==> src/rtl/four_12_12_st0_ctrl_pkg.sv <==
// Shared types and stage-0 geometry for the four_12_12 stage-0 controller.
// Latency: n/a (types and constants only).
// Backpressure: n/a.
package four_12_12_st0_ctrl_pkg;

  localparam int N_IN       = 12;  // inputs per neuron
  localparam int N_OUT      = 12;  // outputs per layer pass
  localparam int TAP_AW     = 5;
  localparam int BIAS_AW    = 4;
  localparam int DATA_AW    = 9;
  localparam int RD_LAT_DEF = 1;   // memory read latency
  localparam int IDX_W      = 4;   // width of k / o indices

  typedef enum logic [1:0] {
    ST_IDLE  = 2'd0,
    ST_RUN   = 2'd1,
    ST_DRAIN = 2'd2,
    ST_DONE  = 2'd3
  } state_t;

  typedef enum logic [1:0] {
    LD_TAP  = 2'd0,
    LD_BIAS = 2'd1,
    LD_DATA = 2'd2,
    LD_ILL  = 2'd3
  } ld_sel_t;

  // MAC sideband travelling alongside the memory read data
  typedef struct packed {
    logic             valid;
    logic             first;
    logic             last;
    logic [IDX_W-1:0] in_idx;
    logic [IDX_W-1:0] out_idx;
  } mac_sb_t;

endpackage

==> src/rtl/four_12_12_st0_ctrl_pipe.sv <==
// Delay line that aligns MAC sideband with memory read data.
// Latency: DEPTH cycles from i_dat to o_dat.
// Backpressure: none; shifts every cycle, i_flush clears all stages at the next edge.
module four_12_12_st0_ctrl_pipe #(
  parameter int W     = 11,
  parameter int DEPTH = 1
) (
  input  logic         i_clk,
  input  logic         i_rst_n,
  input  logic         i_flush,
  input  logic [W-1:0] i_dat,
  output logic [W-1:0] o_dat
);

  logic [W-1:0] r_stage [DEPTH];

  // Shift one stage per cycle; a flush empties every stage at once
  always_ff @(posedge i_clk or negedge i_rst_n) begin
    if (!i_rst_n) begin
      for (int i = 0; i < DEPTH; i++) r_stage[i] <= '0;
    end else if (i_flush) begin
      for (int i = 0; i < DEPTH; i++) r_stage[i] <= '0;
    end else begin
      r_stage[0] <= i_dat;
      for (int i = 1; i < DEPTH; i++) r_stage[i] <= r_stage[i-1];
    end
  end

  assign o_dat = r_stage[DEPTH-1];

endmodule

==> src/rtl/four_12_12_st0_ctrl.sv <==
// Stage-0 read sequencer and loader/port arbiter for tap, bias and data memories.
// Latency: first read 1 cycle after start, done N_IN*N_OUT+RD_LAT+1 cycles after start.
// Backpressure: loader is granted only in IDLE and never when start is high; reads are never stalled.
module four_12_12_st0_ctrl
  import four_12_12_st0_ctrl_pkg::*;
#(
  parameter int RD_LAT = RD_LAT_DEF
) (
  input  logic               i_clk,
  input  logic               i_rst_n,
  input  logic               i_start,
  input  logic               i_abort,
  input  logic [DATA_AW-1:0] i_data_base,
  output logic               o_busy,
  output logic               o_done,
  input  logic               i_ld_valid,
  input  logic [1:0]         i_ld_sel,
  input  logic [DATA_AW-1:0] i_ld_addr,
  output logic               o_ld_ready,
  output logic               o_ld_err,
  output logic [TAP_AW-1:0]  o_tap_addr,
  output logic               o_tap_rd,
  output logic               o_tap_wr,
  output logic [BIAS_AW-1:0] o_bias_addr,
  output logic               o_bias_rd,
  output logic               o_bias_wr,
  output logic [DATA_AW-1:0] o_data_addr,
  output logic               o_data_rd,
  output logic               o_data_wr,
  output logic               o_mac_valid,
  output logic               o_mac_first,
  output logic               o_mac_last,
  output logic [IDX_W-1:0]   o_mac_in_idx,
  output logic [IDX_W-1:0]   o_mac_out_idx
);

  localparam int               DCNT_W    = (RD_LAT > 1) ? $clog2(RD_LAT) : 1;
  localparam logic [DCNT_W-1:0] DCNT_LAST = DCNT_W'(RD_LAT - 1);
  localparam logic [IDX_W-1:0]  LAST_K    = IDX_W'(N_IN - 1);
  localparam logic [IDX_W-1:0]  LAST_O    = IDX_W'(N_OUT - 1);

  state_t             r_state;
  state_t             w_state_nxt;
  logic [IDX_W-1:0]   r_o;
  logic [IDX_W-1:0]   r_k;
  logic [DATA_AW-1:0] r_daddr;   // running base + o*N_IN + k, wraps naturally
  logic [DCNT_W-1:0]  r_dcnt;
  logic               w_last_rd;
  logic               w_flush;
  mac_sb_t            w_sb;
  mac_sb_t            w_sb_q;

  assign w_last_rd = (r_o == LAST_O) && (r_k == LAST_K);
  assign w_flush   = i_abort && (r_state != ST_IDLE);

  // State register
  always_ff @(posedge i_clk or negedge i_rst_n) begin
    if (!i_rst_n) r_state <= ST_IDLE;
    else          r_state <= w_state_nxt;
  end

  // Next-state: abort wins in every busy state, start only counts in IDLE
  always_comb begin
    w_state_nxt = r_state;
    unique case (r_state)
      ST_IDLE:  if (i_start) w_state_nxt = ST_RUN;
      ST_RUN: begin
        if (i_abort)        w_state_nxt = ST_IDLE;
        else if (w_last_rd) w_state_nxt = ST_DRAIN;
      end
      ST_DRAIN: begin
        if (i_abort)                  w_state_nxt = ST_IDLE;
        else if (r_dcnt == DCNT_LAST) w_state_nxt = ST_DONE;
      end
      ST_DONE:  w_state_nxt = ST_IDLE;
      default:  w_state_nxt = ST_IDLE;
    endcase
  end

  // Walk k fastest, then o; address counter follows every issued read
  always_ff @(posedge i_clk or negedge i_rst_n) begin
    if (!i_rst_n) begin
      r_o     <= '0;
      r_k     <= '0;
      r_daddr <= '0;
      r_dcnt  <= '0;
    end else begin
      case (r_state)
        ST_IDLE: begin
          r_dcnt <= '0;
          if (i_start) begin
            r_daddr <= i_data_base;
            r_o     <= '0;
            r_k     <= '0;
          end
        end
        ST_RUN: begin
          r_dcnt <= '0;
          if (i_abort || w_last_rd) begin
            r_o <= '0;
            r_k <= '0;
          end else begin
            r_daddr <= r_daddr + 1'b1;
            if (r_k == LAST_K) begin
              r_k <= '0;
              r_o <= r_o + 1'b1;
            end else begin
              r_k <= r_k + 1'b1;
            end
          end
        end
        ST_DRAIN: r_dcnt <= i_abort ? '0 : r_dcnt + 1'b1;
        default:  r_dcnt <= '0;
      endcase
    end
  end

  // Port drive: loader writes in IDLE, sequenced reads plus sideband in RUN
  always_comb begin
    o_ld_ready  = 1'b0;
    o_ld_err    = 1'b0;
    o_tap_addr  = '0;
    o_tap_rd    = 1'b0;
    o_tap_wr    = 1'b0;
    o_bias_addr = '0;
    o_bias_rd   = 1'b0;
    o_bias_wr   = 1'b0;
    o_data_addr = '0;
    o_data_rd   = 1'b0;
    o_data_wr   = 1'b0;
    w_sb        = '0;
    case (r_state)
      ST_IDLE: begin
        o_ld_ready = i_ld_valid & ~i_start;
        if (i_ld_valid && !i_start) begin
          case (i_ld_sel)
            LD_TAP: begin
              o_tap_wr   = 1'b1;
              o_tap_addr = i_ld_addr[TAP_AW-1:0];
            end
            LD_BIAS: begin
              o_bias_wr   = 1'b1;
              o_bias_addr = i_ld_addr[BIAS_AW-1:0];
            end
            LD_DATA: begin
              o_data_wr   = 1'b1;
              o_data_addr = i_ld_addr;
            end
            default: o_ld_err = 1'b1;  // illegal select: accepted and dropped
          endcase
        end
      end
      ST_RUN: begin
        o_data_rd   = 1'b1;
        o_data_addr = r_daddr;
        if (r_k == '0) begin
          o_tap_rd    = 1'b1;
          o_tap_addr  = TAP_AW'(r_o);
          o_bias_rd   = 1'b1;
          o_bias_addr = BIAS_AW'(r_o);
        end
        w_sb.valid   = 1'b1;
        w_sb.first   = (r_k == '0);
        w_sb.last    = (r_k == LAST_K);
        w_sb.in_idx  = r_k;
        w_sb.out_idx = r_o;
      end
      default: ;
    endcase
  end

  four_12_12_st0_ctrl_pipe #(
    .W     ($bits(mac_sb_t)),
    .DEPTH (RD_LAT)
  ) u_pipe (
    .i_clk   (i_clk),
    .i_rst_n (i_rst_n),
    .i_flush (w_flush),
    .i_dat   (w_sb),
    .o_dat   (w_sb_q)
  );

  assign o_busy        = (r_state == ST_RUN) || (r_state == ST_DRAIN);
  assign o_done        = (r_state == ST_DONE);
  assign o_mac_valid   = w_sb_q.valid;
  assign o_mac_first   = w_sb_q.first;
  assign o_mac_last    = w_sb_q.last;
  assign o_mac_in_idx  = w_sb_q.in_idx;
  assign o_mac_out_idx = w_sb_q.out_idx;

endmodule
==> config.mk <==
export PLATFORM = sky130hd
export DESIGN_NAME = four_12_12_st0_ctrl
export DESIGN_NICKNAME = d
export VERILOG_FILES = /design/src/rtl/four_12_12_st0_ctrl_pkg.sv /design/src/rtl/four_12_12_st0_ctrl_pipe.sv /design/src/rtl/four_12_12_st0_ctrl.sv
export SDC_FILE = /design/constraint.sdc
export NUM_CORES = 1
export LEC_CHECK = 0
export ABC_AREA = 1
export CAP_MARGIN = 20
export CELL_PAD_IN_SITES_DETAIL_PLACEMENT = 1
export CELL_PAD_IN_SITES_GLOBAL_PLACEMENT = 2
export CORE_MARGIN = 5
export CORE_UTILIZATION = 26
export DETAILED_ROUTE_END_ITERATION = 8
export PLACE_DENSITY = 0.85
export SLEW_MARGIN = 10
export SYNTH_ARGS = -nofsm -noshare
export SYNTH_HDL_FRONTEND = slang
export SYNTH_SLANG_ARGS = --single-unit
==> constraint.sdc <==
create_clock -name i_clk -period 2.9 [get_ports i_clk]
set_clock_uncertainty 0.05 [all_clocks]
set_input_delay 0.29 -clock i_clk [delete_from_list [all_inputs] [get_ports i_clk]]
set_output_delay 0.29 -clock i_clk [all_outputs]
set_load 0.03 [all_outputs]
## Word-level counts from Yosys, hierarchy flattened

Index checks and enable logic that the tools add are counted.

| cells by class | value |
|---|---|
| equal/unequal tests | 12 |
| bitwise logic cells | 2 |
| reductions and logical operators | 16 |
| add/sub/neg operators | 4 |
| multiplexer cells | 47 |

Operators by type and width:

| kind | count |
|---|---|
| 2-to-1 mux 4 bit | 9 |
| 2-to-1 mux 9 bit | 4 |
| one-hot mux 9 bit (2 select lines) | 2 |
| one-hot mux 4 bit (2 select lines) | 3 |
| 2-to-1 mux 11 bit | 2 |
| 2-to-1 mux 1 bit | 18 |
| 2-to-1 mux 2 bit | 5 |
| 2-to-1 mux 5 bit | 2 |
| one-hot mux 5 bit (2 select lines) | 1 |
| adder 9 x 1 -> 9 bit, second input constant | 1 |
| inequality test 3 bit, second input constant | 3 |
| AND reduction 3 bit | 3 |
| adder 4 x 1 -> 4 bit, second input constant | 2 |
| equality test 4 bit, second input constant | 2 |
| one-hot mux 2 bit (4 select lines) | 1 |
| equality test 2 bit, second input constant | 3 |
| equality test 2 x 1 -> 1 bit, second input constant | 2 |
| logical NOT 2 bit | 2 |
| logical NOT 4 bit | 1 |
| inequality test 2 bit, second input constant | 2 |
| nonzero test 2 bit | 2 |
| logical AND 1 bit | 3 |
| OR reduction 3 bit | 1 |
| logical OR 1 bit | 2 |
| 5 further kinds | 5 |

| storage, ports and cells | value |
|---|---|
| register bits | 31 |
| logic and storage cells | 87 |
| output and inout port bits | 39 |

## Logic depth before layout (Yosys ltp)

| logic depth | value |
|---|---|
| word-level depth | 5 |
| mapped depth | 11 |
| mapped depth without buffers | 10 |

## By module

From an unflattened synthesis, not the netlist that was laid out.

| unflattened totals | value |
|---|---|
| cells, all modules | 292 |
| area total of the unflattened synthesis | 2040.7 sq um |

Modules (own cells, without submodules):

| module | cells an instance | instances | area an instance (sq um) |
|---|---|---|---|
| four_12_12_st0_ctrl | 258 | 1 | 1671.6 |
| four_12_12_st0_ctrl_pipe | 34 | 1 | 369.1 |

## Worst setup path before layout

No wires, ideal clock.

| timing | value |
|---|---|
| path type | flip-flop to output port |
| start point | reg r_state[1] |
| end point | out o_bias_addr[0] |
| arrival | 1857 ps |
| cell stages (with the launch flop) | 7 |
| data required time | 2560 ps |
| path slack | 703 ps |
| cell sequence | dfrtp_1 inv_1 ha_1 buf_4 buf_4 nand2_1 o22ai_1 |

| on the way | value |
|---|---|
| longest elaborated chain between the ends | 2 |
| elaborated cells on any way between the ends | 3 |
| classes of those cells | eq/ne (1); mux (1); reduce/logical (1) |

RTL lines:

| item | line | text |
|---|---|---|
| start, declared | four_12_12_st0_ctrl.sv:42 | `state_t r_state;` |
| start signal, assigned | four_12_12_st0_ctrl.sv:59 | `else r_state <= w_state_nxt;` |
| equality test 2 x 1 -> 1 bit / logical NOT 2 bit (equally long branches) | four_12_12_st0_ctrl.sv:132 | `case (r_state)` |
| one-hot mux 4 bit (2 select lines) * | four_12_12_st0_ctrl.sv:132 |  |
| end, declared | four_12_12_st0_ctrl.sv:24 | `output logic [BIAS_AW-1:0] o_bias_addr,` |

Every way passes the cells marked *; elsewhere a longest branch is shown, timed or not.

## Final worst setup path

| timing | value |
|---|---|
| start point | reg r_state[1] |
| end point | out o_bias_addr[2] |

Same word-level chain as after synthesis.

==> flow_metrics.py <==
metrics = {
    "clocking": {
        "cts_tree": "built",
        "clockBufferDepth": 2,
        "h-tree-depth": 2,
        "clkSinkCount": 31,
        "cts_buffers": 5,
        "clockRootBuffer": "clkbuf_8",
        "clk_latency_ps": 290,
        "clk_pin_slew_ps": 70,
    },
    "placed_design": {
        "globalplace.congestion": 0.802,
        "dpl_cell_area_um2": 2640,
        "dp.cells": 426,
        "hpwl_um": 4900,
        "numPortBuffers": 63,
        "pre_cts_ws_ps": 303,
    },
    "setup_path": {
        "r2r_cells": 9,
        "required_ps": 2560,
        "worstReg2RegEnd": "r_o[3]$_DFFE_PN0P_",
        "r2r_start": "r_state[1]$_DFFE_PN0P_",
        "regToRegSetupSlack_ps": 590,
        "critical_path.startpoint": "r_state[1]$_DFFE_PN0P_",
        "crit_arrival_ps": 2390,
        "critical_path.endpoint": "o_bias_addr[2]",
        "startpoint_type": "flip-flop",
        "worst_setup_path_end_kind": "output port",
        "crit_type": "flip-flop to output port",
        "crit_fanout": 10,
    },
    "run": {
        "max_cap_violations": 0,
    },
    "finish": {
        "fin_cells": 434,
        "layout_common_cells": "85 x nand2_1, 63 x clkdlybuf4s50_1, 35 x inv_1",
        "num_antenna_cells": 0,
        "final_common_cell": "nand2_1",
        "num-fill-cells": 900,
        "syn2layout_area_growth_pct": 45.0,
        "final_nets": 367,
        "final_util": 0.385,
        "final_cell_area_um2": 2760,
        "drive_gt1_frac": 0.0687,
    },
    "sta": {
        "hold_violations": 0,
        "fmax_ghz": 0.366,
        "hold_ws_ps": 349,
        "report.final.setup_viol": 0,
        "timing.slew.headroom": 0.648,
        "rsz0062_at_grt": "no",
        "setup_slack_ps": 171,
        "finalSetupTns_ps": 0,
        "worst_slew_pin_slew_ps": 526,
        "final_max_slew_viol_count": 0,
        "fin_crit_sh": 0.941,
        "fin_crit_ps": 2730,
    },
    "global_route": {
        "grtUsageTotal": 0.148,
        "grt_max_degree": 32,
        "grt-ovfl-total": 0,
        "grt_pass1_wl_um": 10500,
        "antenna_found_initial": 0,
        "grt_pass1_vias": 2119,
    },
    "die": {
        "fp.coreArea_um2": 7180,
        "rows": 31,
        "initial_core_util": 0.266,
        "die_area_um2": 9140,
        "dieHeight_um": 95.6,
        "dieWidth_um": 95.6,
        "ios": 64,
    },
    "yosys": {
        "synthCells": 268,
        "ys_seq_elements": 31,
        "yosys-top-cells-area": "dfrtp_1 41%, nand2_1 17%, inv_1 6.9%",
        "syn_avg_cell_area_um2": 7.11,
        "ys_types": 27,
        "synth.top_cell.area_share": 0.407,
        "synthesis.nets": 301,
        "seq_area_frac_synth": 0.407,
        "synth-edff-count": 0,
        "synth_area_leader_cell": "dfrtp_1",
        "async_flop_share": 1.00,
        "synth_area_um2": 1910,
        "ys.flop_type": "dfrtp_1",
        "ys.warnings.count": 0,
    },
    "detailed_routing": {
        "route.detailed.drc": 0,
        "wl_per_cell_um": 14.6,
        "vias_per_cell": 4.45,
        "vias": 1931,
        "wl_um": 6330,
        "antenna_left": 0,
        "dr.pass1.iters": 4,
        "drt_iter0_markers": 57,
    },
    "power": {
        "p_leak_nw": 1.36,
        "p_per_area_nw_per_um2": 982,
        "report.power.total_mw": 2.71,
        "ir_drop_mv": 0.326,
    },
    "outcome": {
        "run_status": "finished, final reports clean",
    },
    "hold_path": {
        "hold_path_class": "input port to asynchronous set/reset pin",
    },
}
critical path: stages (launching register included):
cell	delay [ps]
dfrtp_1	410
inv_1	100
ha_1	400
nand2_2	230
o22ai_1	240
clkdlybuf4s50_1	720
state kept, by name (all words and copies together) (netlist names):
name and flops:
r_dcnt 1, r_k 4, r_state 2, r_daddr 9
u_pipe.o_dat 11, r_o 4
per-layer routing:
layer,GRT usage,share of wire,up-vias
met3,0.0371,0.048,6
li1,-,-,971
met4,0.0320,0.0092,0
met2,0.269,0.50,37
met1,0.175,0.45,917
met5,0,0,-
how the worst min path moves through the flow:
stage / endpoint
final: u_pipe.o_dat[1]$_DFF_PN0_
after global routing: r_o[0]$_DFFE_PN0P_
after CTS: r_o[0]$_DFFE_PN0P_
after detailed placement: r_dcnt$_DFF_PN0_
after global placement: r_dcnt$_DFF_PN0_
after floorplan: r_daddr[0]$_DFFE_PN0P_
power breakdown:
| part | internal (mW) | switching, mW |
|---|---|---|
| clock | 0.278 | 0.176 |
| sequential | 0.558 | 0.109 |
| combinational | 0.578 | 1.02 |
final cells by class:
| class | instances | area (µm²) | area share |
|---|---|---|---|
| multi-input cells | 192 | 938 | 0.340 |
| repair buffers | 66 | 666 | 0.241 |
| flip-flops and latches | 31 | 776 | 0.281 |
| clock inverters | 2 | 35.0 | 0.0127 |
| inverters | 38 | 143 | 0.0516 |
| well taps | 99 | 124 | 0.0448 |
| clock buffers | 6 | 82.6 | 0.0299 |
logic make-up after synthesis:
group,count (synthesis),share of synthesized area
and+or+nand+nor,153,0.337
xor gates and xnor gates,1,0.00460
adders and majority gates,8,0.0525
buffers and inverters,45,0.103
DFF,31,0.407
AOI/OAI and AO/OA,30,0.0952
cell usage after synthesis, types with 3 or more instances:
cell type and number:
inv_1 35, ha_1 8, o22ai_1 9, nand3_1 22, dfrtp_1 31, nor2_1 33
inv_2 3, buf_4 5, nand2_1 86, o21ai_0 12
timing repair:
action	4_1_cts	5_1_grt
hold endpoints to repair	0	0
setup endpoints to repair	0	11
gates resized for setup	0	2
buffers inserted	0	0
hold buffers	0	0
(Power assumes the default switching activity.)
